File: src/rtl/lfsr_seq_ctrl.sv
// lfsr_seq_ctrl: command-driven sequencer around a 4-bit maximal-length LFSR
// (x^4+x^3+1). It accepts SEED / STEP / SEEK / NOP commands over a valid/ready
// port and reports the live state, step count and completion status.
// Optional feature macro: LFSR_SEQ_CTRL_LOCKUP_DET_EN enables all-zero lockup
// detection. With the macro defined, zero seeds are rejected and runs from
// state 0 are refused, both raising err. With it undefined, err is tied low.
module lfsr_seq_ctrl #(
  parameter int CNT_W = 8
) (
  input  logic             clk,
  input  logic             rst,
  input  logic             i_cmd_valid,
  output logic             o_cmd_ready,
  input  logic [1:0]       i_cmd_op,
  input  logic [CNT_W-1:0] i_cmd_arg,
  input  logic             i_abort,
  output logic [3:0]       o_state,
  output logic             o_busy,
  output logic             o_done,
  output logic             o_match,
  output logic [CNT_W-1:0] o_steps,
  output logic             o_err
);

  localparam logic [1:0] ST_IDLE = 2'd0;
  localparam logic [1:0] ST_STEP = 2'd1;
  localparam logic [1:0] ST_SEEK = 2'd2;

  localparam logic [1:0] OP_SEED = 2'd0;
  localparam logic [1:0] OP_STEP = 2'd1;
  localparam logic [1:0] OP_SEEK = 2'd2;

  logic [1:0]       r_fsm;
  logic [3:0]       r_state;
  logic [3:0]       r_target;
  logic [CNT_W-1:0] r_remaining;
  logic [CNT_W-1:0] r_steps;
  logic             r_done;
  logic             r_match;

  logic             w_accept;
  logic [3:0]       w_next;
  logic             w_seed_reject;
  logic             w_run_reject;

  assign w_accept = i_cmd_valid && (r_fsm == ST_IDLE);
  assign w_next   = {r_state[2:0], r_state[3] ^ r_state[2]};

`ifdef LFSR_SEQ_CTRL_LOCKUP_DET_EN
  logic r_err;

  assign w_seed_reject = (i_cmd_arg[3:0] == 4'd0);
  assign w_run_reject  = (r_state == 4'd0);

  // Lockup error: cleared by every accept, set when the accepted command is refused
  always_ff @(posedge clk or posedge rst) begin
    if (rst) begin
      r_err <= 1'b0;
    end else if (w_accept) begin
      r_err <= ((i_cmd_op == OP_SEED) && w_seed_reject) ||
               (((i_cmd_op == OP_STEP) || (i_cmd_op == OP_SEEK)) && w_run_reject);
    end
  end

  assign o_err = r_err;
`else
  assign w_seed_reject = 1'b0;
  assign w_run_reject  = 1'b0;
  assign o_err         = 1'b0;
`endif

  // Command FSM: owns the LFSR, the step counter, and the done/match flags
  always_ff @(posedge clk or posedge rst) begin
    if (rst) begin
      r_fsm       <= ST_IDLE;
      r_state     <= 4'b0001;
      r_target    <= 4'd0;
      r_remaining <= '0;
      r_steps     <= '0;
      r_done      <= 1'b0;
      r_match     <= 1'b0;
    end else begin
      r_done <= 1'b0;
      case (r_fsm)
        ST_IDLE: begin
          if (w_accept) begin
            r_match <= 1'b0;
            r_steps <= '0;
            case (i_cmd_op)
              OP_SEED: begin
                if (!w_seed_reject) r_state <= i_cmd_arg[3:0];
                r_done <= 1'b1;
              end
              OP_STEP: begin
                if (w_run_reject || (i_cmd_arg == '0)) begin
                  r_done <= 1'b1;
                end else begin
                  r_fsm       <= ST_STEP;
                  r_remaining <= i_cmd_arg;
                end
              end
              OP_SEEK: begin
                if (w_run_reject) begin
                  r_done <= 1'b1;
                end else begin
                  r_fsm    <= ST_SEEK;
                  r_target <= i_cmd_arg[3:0];
                end
              end
              default: r_done <= 1'b1;
            endcase
          end
        end
        ST_STEP: begin
          if (r_remaining == CNT_W'(1)) begin
            r_state <= w_next;
            r_steps <= r_steps + CNT_W'(1);
            r_done  <= 1'b1;
            r_fsm   <= ST_IDLE;
          end else if (i_abort) begin
            r_done <= 1'b1;
            r_fsm  <= ST_IDLE;
          end else begin
            r_state     <= w_next;
            r_steps     <= r_steps + CNT_W'(1);
            r_remaining <= r_remaining - CNT_W'(1);
          end
        end
        ST_SEEK: begin
          if (r_state == r_target) begin
            r_match <= 1'b1;
            r_done  <= 1'b1;
            r_fsm   <= ST_IDLE;
          end else if (i_abort) begin
            r_done <= 1'b1;
            r_fsm  <= ST_IDLE;
          end else begin
            r_state <= w_next;
            r_steps <= r_steps + CNT_W'(1);
            if (r_steps == CNT_W'(14)) begin
              r_done <= 1'b1;
              r_fsm  <= ST_IDLE;
            end
          end
        end
        default: r_fsm <= ST_IDLE;
      endcase
    end
  end

  assign o_cmd_ready = (r_fsm == ST_IDLE);
  assign o_busy      = (r_fsm != ST_IDLE);
  assign o_state     = r_state;
  assign o_done      = r_done;
  assign o_match     = r_match;
  assign o_steps     = r_steps;

endmodule

File: config.mk
export PLATFORM = sky130hd
export DESIGN_NAME = lfsr_seq_ctrl
export DESIGN_NICKNAME = d
export VERILOG_FILES = /design/src/rtl/lfsr_seq_ctrl.sv
export SDC_FILE = /design/constraint.sdc
export NUM_CORES = 1
export LEC_CHECK = 0
export CORE_AREA = 5 5 90 100
export CTS_CLUSTER_SIZE = 25
export DETAILED_ROUTE_END_ITERATION = 10
export DIE_AREA = 0 0 95 105
export PLACE_DENSITY = 0.52
export SLEW_MARGIN = 15
export SYNTH_ARGS = -nofsm -noshare
export SYNTH_HDL_FRONTEND = slang
export SYNTH_SLANG_ARGS = --single-unit
File: constraint.sdc
create_clock -name clk -period 3.2 [get_ports clk]
set_clock_uncertainty 0.05 [all_clocks]
set_input_delay 0.64 -clock clk [delete_from_list [all_inputs] [get_ports clk]]
set_output_delay 0.64 -clock clk [all_outputs]
set_load 0.02 [all_outputs]
==> results.toml, run 1 <==
[outcome]
status = "complete, no violations"

[sta]
setup_viol = 0
hold_viol = 0
max_freq_mhz = 383
relSlewSlack_pct = 56.0
final_max_slew_viol_count = 0
finalCritPeriodShare_pct = 81.7
fin_setup_tns_ns = 0
rsz0062_at_grt = "no"
worst_hold_slack_ns = 0.468
fin_crit_ns = 2.61
worst_pin_slew_ns = 0.655

[detailed_routing]
drc = 0
vias = 1766
vias_per_cell = 4.95
finalWirelength_um = 5380
drt_iter0_drc = 52
ant_nets = 0
drtPass1Iterations = 4
wl_per_cell_um = 15.1

[synthesis]
synth_cells = 221
synthMuxAreaShare_pct = 4.58
synthesis.area_um2 = 1910
synth_compound_area_share_pct = 25.4
synth_warnings = 0
synth_simple_gate_area_share_pct = 20.4
synth_edf_count = 0
async_flop_share_pct = 100
yosysSeqAreaShare_pct = 36.7
synth-xor-area-share_pct = 2.29
synth-seq-cells = 28
synthFlopType = "dfrtp_1"
syn_nets = 243
synthAdderAreaFrac_pct = 5.23
yosysUniqueCellTypes = 48
synth_top_family_by_area = "compound AO/OA/AOI/OAI gates"
syn_avg_cell_area_um2 = 8.66

[pwr]
p_seq_share_pct = 31.2
switchingPower_mw = 0.925
switching_share_pct = 45.9
pwr-share-comb_pct = 57.1
power_density_nw_per_um2 = 845
power_mw = 2.01
p_leak_nw = 0.965
p_int_mw = 1.09
ir_drop_uv = 244
clkPwrFrac_pct = 11.7

[clock_tree]
postCtsSetupBuffers = 0
cts_tree = "yes"
cts_root_buf = "clkbuf_8"
clock_path_buffers = 2
postCtsHoldBufs = 0
ctsResizeCount = 0
clock-sinks = 28
h-tree-depth = 1
clk_latency_ns = 0.29
clk_pin_slew_ns = 0.11
numCtsBuffers = 3

[setup_path]
cp.arrival_ns = 2.78
slowest_stage = "or4_1"
timing.rr.end = "r_fsm[1]$_DFFE_PP0P_"
crit_path_end_kind = "register"
path_cells = "clkdlybuf4s50_1 -> or4_1 -> o2111a_1 -> o22ai_1 -> buf_4 -> o21ai_0 -> o21ai_0"
reg2reg_depth = 7
r2r_slack_ns = 0.73
cpPeakStageDelay_ns = 0.56
path_buf_inv = 2
path_delay_family = "compound AO/OA/AOI/OAI gates"
cp_common_cell = "o21ai_0"
crit_required_ns = 3.37
crit_type = "in2reg"
reg2reg_from = "r_remaining[1]$_DFFE_PP0P_"
critPathMaxFanout = 9
cp-start-kind = "input port"

[global_route]
grt_max_degree = 29
grt_pass1_vias = 1799
overflow = 0
grt_first_pass_wirelength_um = 9040
grt_use_total_pct = 11.2
antenna_found_initial = 0

[floorplanning]
die_x_um = 95
num_io_pins = 31
coreArea_um2 = 7830
core.rowCount = 34
dieHeight_um = 105
die_area_um2 = 9980
start_util_pct = 24.4

[placement]
portBuffers = 29
gp_congestion = 0.798
dpl.hpwl_um = 4010

[layout]
area_growth_pct = 24.7
diodes = 0
drive_gt1_share_pct = 10.0
fillers = 859
final_nets = 272

[hold_path]
hold_path.startpoint = "o_steps[7]$_DFFE_PP0P_"
hp-class = "reg2reg"
whs_endpoint = "o_steps[7]$_DFFE_PP0P_"
holdPathStages = 1

[run]
cap_violations = 0
## layout make-up
cell class | count | area (um2) | share of cell area (%)
clock buffers | 4 | 55.1 | 2.31
inverters | 12 | 45.0 | 1.89
multi-input cells | 170 | 1110 | 46.6
flip-flops and latches | 28 | 702 | 29.4
well taps | 108 | 135 | 5.67
repair buffers | 35 | 335 | 14.1
## cell usage in the layout, fill, tap and decap left out, drive strengths merged, types with 3 or more instances in the layout
master         Yosys  final
a21oi             15     15
a22o               5      5
a41oi              3      3
and3               4      4
buf                3      6
clkbuf             8      4
clkdlybuf4s50      0     29
dfrtp             27     27
ha                 8      8
inv               12     12
mux2               6      6
nand2             13     13
nand3              3      3
nor2              25     25
nor2b              4      4
nor3               8      8
nor4               4      4
o21ai             26     26
o22a               4      4
o311ai             4      4
o31ai              4      4
or4                4      4
xnor2              5      5
## stage by stage
| step | worst slack (ns) | util [%] | instances | instance area (um2) |
|---|---|---|---|---|
| after detailed placement | 0.292 | 29.8 | 353 | 2330 |
| final | 0.586 | 30.5 | 357 | 2380 |
| after CTS | 0.603 | 30.5 | 357 | 2380 |
| after global routing | 0.475 | 30.5 | 357 | 2380 |
| after global placement | 0.352 | 29.8 | 353 | 2330 |
| after floorplan | 0.930 | - | 221 | 1910 |
## synthesized netlist by cell type, types with 5 or more instances
cell       n  area (um2)
nand2_1   13        48.8
dfrtp_1   27         676
clkbuf_1   8        30.0
mux2_2     6        67.6
a22o_1     5        43.8
a21oi_1   15        75.1
o21ai_0   25         125
nor3_1     8        40.0
xnor2_1    5        43.8
ha_1       8         100
inv_1     12        45.0
nor2_1    25        93.8
## registers in the layout (all words and copies together) (netlist names)
register,count
o_steps,8
r_remaining,8
o_state,4
r_target,4
r_fsm,2
o_done,1
o_match,1
## layer usage
layer | track usage (%) | wire (um) | vias to the layer above
li1 | - | - | 867
met1 | 14.6 | 2350 | 849
met2 | 18.8 | 2700 | 46
met3 | 2.23 | 271 | 4
met4 | 3.09 | 55 | 0
met5 | 0 | 0 | -
## kinds of logic (layout without fill, tap and decap cells)
group / count (synthesis) / after routing
buffers and inverters: 23 / 51
DFF: 28 / 28
muxes: 8 / 8
xor gates and xnor gates: 5 / 5
and+or+nand+nor: 77 / 77
AOI/OAI and AO/OA: 71 / 71
other: 1 / 1
adders and majority gates: 8 / 8
## worst max path at each step
stage	to	depth (start not counted)	startpoint
detailed placement	r_remaining[4]$_DFFE_PP0P_	7	i_cmd_arg[3]
CTS	r_remaining[4]$_DFFE_PP0P_	7	i_cmd_arg[3]
floorplan	o_steps[6]$_DFFE_PP0P_	8	r_remaining[1]$_DFFE_PP0P_
global route	r_remaining[4]$_DFFE_PP0P_	7	i_cmd_arg[3]
finish	r_remaining[4]$_DFFE_PP0P_	7	i_cmd_arg[2]
global placement	r_remaining[6]$_DFFE_PP0P_	7	i_cmd_arg[3]
## power groups by stage
| stage | sequential, mW | combinational, mW | clock (mW) |
|---|---|---|---|
| 2_1_floorplan | 0.642 | 0.780 | 0 |
| 3_3_place_gp | 0.632 | 1.15 | 0 |
| 3_5_place_dp | 0.636 | 1.15 | 0 |
| 4_1_cts | 0.628 | 1.16 | 0.243 |
| 5_1_grt | 0.649 | 1.29 | 0.254 |
| 6_report | 0.630 | 1.15 | 0.235 |
Note: power is estimated with default switching activity, not from simulation.
==> inputs of run 2 (changes only) <==
- PLACE_DENSITY: 0.52 -> 0.53
- clock period: 3.2 -> 2.22 ns (I/O delays scaled with it)
==> run 2 against run 1 <==
Routed wire length down 0.28%. Combinational power up 73%. Critical path depth fell by 2. Cell area is 11% higher. Utilization is 3.2 points higher. Clock power increased by 44%. Hold slack got worse by 0.013 ns. Flip-flop and latch count unchanged. Non-clock buffer count up 27. Final cell count increased by 7.6%. Die area did not move. Largest cell class unchanged.
==> results.toml, run 2 (synthesized netlist as in run 1, its figures left out) <==
[outcome]
status = "complete, no violations"

[global_route]
grt_first_pass_wirelength_um = 8990
grt_max_degree = 17
grt_pass1_vias = 1786
overflow = 0
antenna_found_initial = 0
grt_use_total_pct = 11.2

[sta]
fin_setup_tns_ns = 0
fin_crit_ns = 2.17
setup_ws_ns = 0.0483
final_max_slew_viol_count = 0
relSlewSlack_pct = 56.7
hold_viol = 0
worst_pin_slew_ns = 0.644
setup_viol = 0
worst_hold_slack_ns = 0.456
max_freq_mhz = 460
finalCritPeriodShare_pct = 97.8

[detailed_routing]
wl_per_cell_um = 14.0
vias = 1827
drc = 0
drt_iter0_drc = 91
ant_nets = 0
finalWirelength_um = 5360
vias_per_cell = 4.76
drtPass1Iterations = 4

[setup_path]
reg2reg_from = "r_remaining[6]$_DFFE_PP0P_"
cp.arrival_ns = 2.32
critPathMaxFanout = 6
timing.rr.end = "o_steps[6]$_DFFE_PP0P_"
crit_required_ns = 2.37
reg2reg_depth = 5
r2r_slack_ns = 0.05
crit_type = "reg2reg"
cp-start-kind = "register"
crit_path_end_kind = "register"
crit_path_end = "o_steps[6]$_DFFE_PP0P_"
crit_start = "r_remaining[6]$_DFFE_PP0P_"

[clock_tree]
h-tree-depth = 1
numCtsBuffers = 3
cts_root_buf = "clkbuf_8"
clk_latency_ns = 0.29
clock-sinks = 28
clk_pin_slew_ns = 0.11
postCtsHoldBufs = 0
cts_tree = "yes"
clock_path_buffers = 2

[layout]
ff_latch_area_um2 = 702
final_cell_mix = "32 x buf_4, 27 x clkdlybuf4s50_1, 27 x dfrtp_1, 25 x o21ai_0, 24 x nor2_1"
multi_input_area_um2 = 1150
fillers = 850
mostFrequentLayoutCell = "buf_4"
drive_gt1_share_pct = 21.4
area_growth_pct = 37.9
stdcell_count = 384
diodes = 0
final_nets = 299

[pwr]
p_leak_nw = 1.12
ir_drop_uv = 380
power_density_nw_per_um2 = 1200

[hold_path]
hp-class = "in2async"

[run]
cap_violations = 0

[placement]
place_inst = 377
gp_congestion = 0.805
post-place-ws_ns = -0.261
portBuffers = 29
dpl.hpwl_um = 4150

[floorplanning]
dieHeight_um = 105
coreArea_um2 = 7830
die_x_um = 95
start_util_pct = 24.4
core.rowCount = 34
die_area_um2 = 9980
num_io_pins = 31
run 2: how the worst min path moves through the flow:
stage               slack, ns  cells past startpoint                      end                     from
floorplan                0.42                      2  r_target[1]$_DFFE_PP0P_  r_target[1]$_DFFE_PP0P_
global placement         0.45                      2  r_target[1]$_DFFE_PP0P_  r_target[1]$_DFFE_PP0P_
detailed placement       0.45                      1   o_steps[7]$_DFFE_PP0P_   o_steps[7]$_DFFE_PP0P_
CTS                      0.47                      1   o_steps[7]$_DFFE_PP0P_   o_steps[7]$_DFFE_PP0P_
global route             0.50                      2  r_target[1]$_DFFE_PP0P_  r_target[1]$_DFFE_PP0P_
finish                   0.46                      2   o_state[1]$_DFFE_PP0P_                      rst
run 2: repair_timing:
action | CTS | global route
pin swaps | 0 | 3
endpoints found under the setup margin | 2 | 12
resized for setup | 2 | 7
buffers inserted | 0 | 3
gates cloned | 0 | 0
run 2: stage by stage:
step	total power, mW	cell area (um2)	utilization [%]
6_report	3.17	2640	33.7
5_1_grt	3.44	2640	33.7
4_1_cts	3.13	2580	33.0
3_5_place_dp	2.79	2520	32.3
3_3_place_gp	2.79	2520	32.3
2_1_floorplan	2.06	1930	-
run 2: worst max-delay path, cell delays in order, from the launching register on:
cell and delay (ns):
dfrtp_1 0.40, or4_4 0.62, o31ai_4 0.30, o211ai_4 0.10, or3_4 0.41, o31ai_2 0.20
run 2: cell type report:
type / instances / share of cell area [%]
Timing Repair Buffer: 62 / 20.9
Inverter: 12 / 1.71
Multi-Input combinational cell: 170 / 43.5
Sequential cell: 28 / 26.6
Clock buffer: 4 / 2.09
Tap cell: 108 / 5.12
run 2: power breakdown:
part	total, mW	internal, mW	switching, mW
logic	1.99	0.929	1.06
registers	0.842	0.697	0.144
clock network	0.339	0.160	0.180
total	3.17	1.79	1.39
run 2: routing by layer:
layer | up-vias | share of wire (%) | GRT usage [%]
li1 | 914 | - | -
met1 | 868 | 45 | 14.4
met2 | 39 | 50 | 19.0
met3 | 6 | 3.5 | 1.80
met4 | 0 | 1.6 | 3.40
met5 | - | 0 | 0
==> inputs of run 3 (changes only) <==
- ABC_CLOCK_PERIOD_IN_PS: not set -> 2220
- SLEW_MARGIN: 15 -> not set
==> results of run 3 <==
The final DEF is identical to that of run 2; final timing and power are the same.
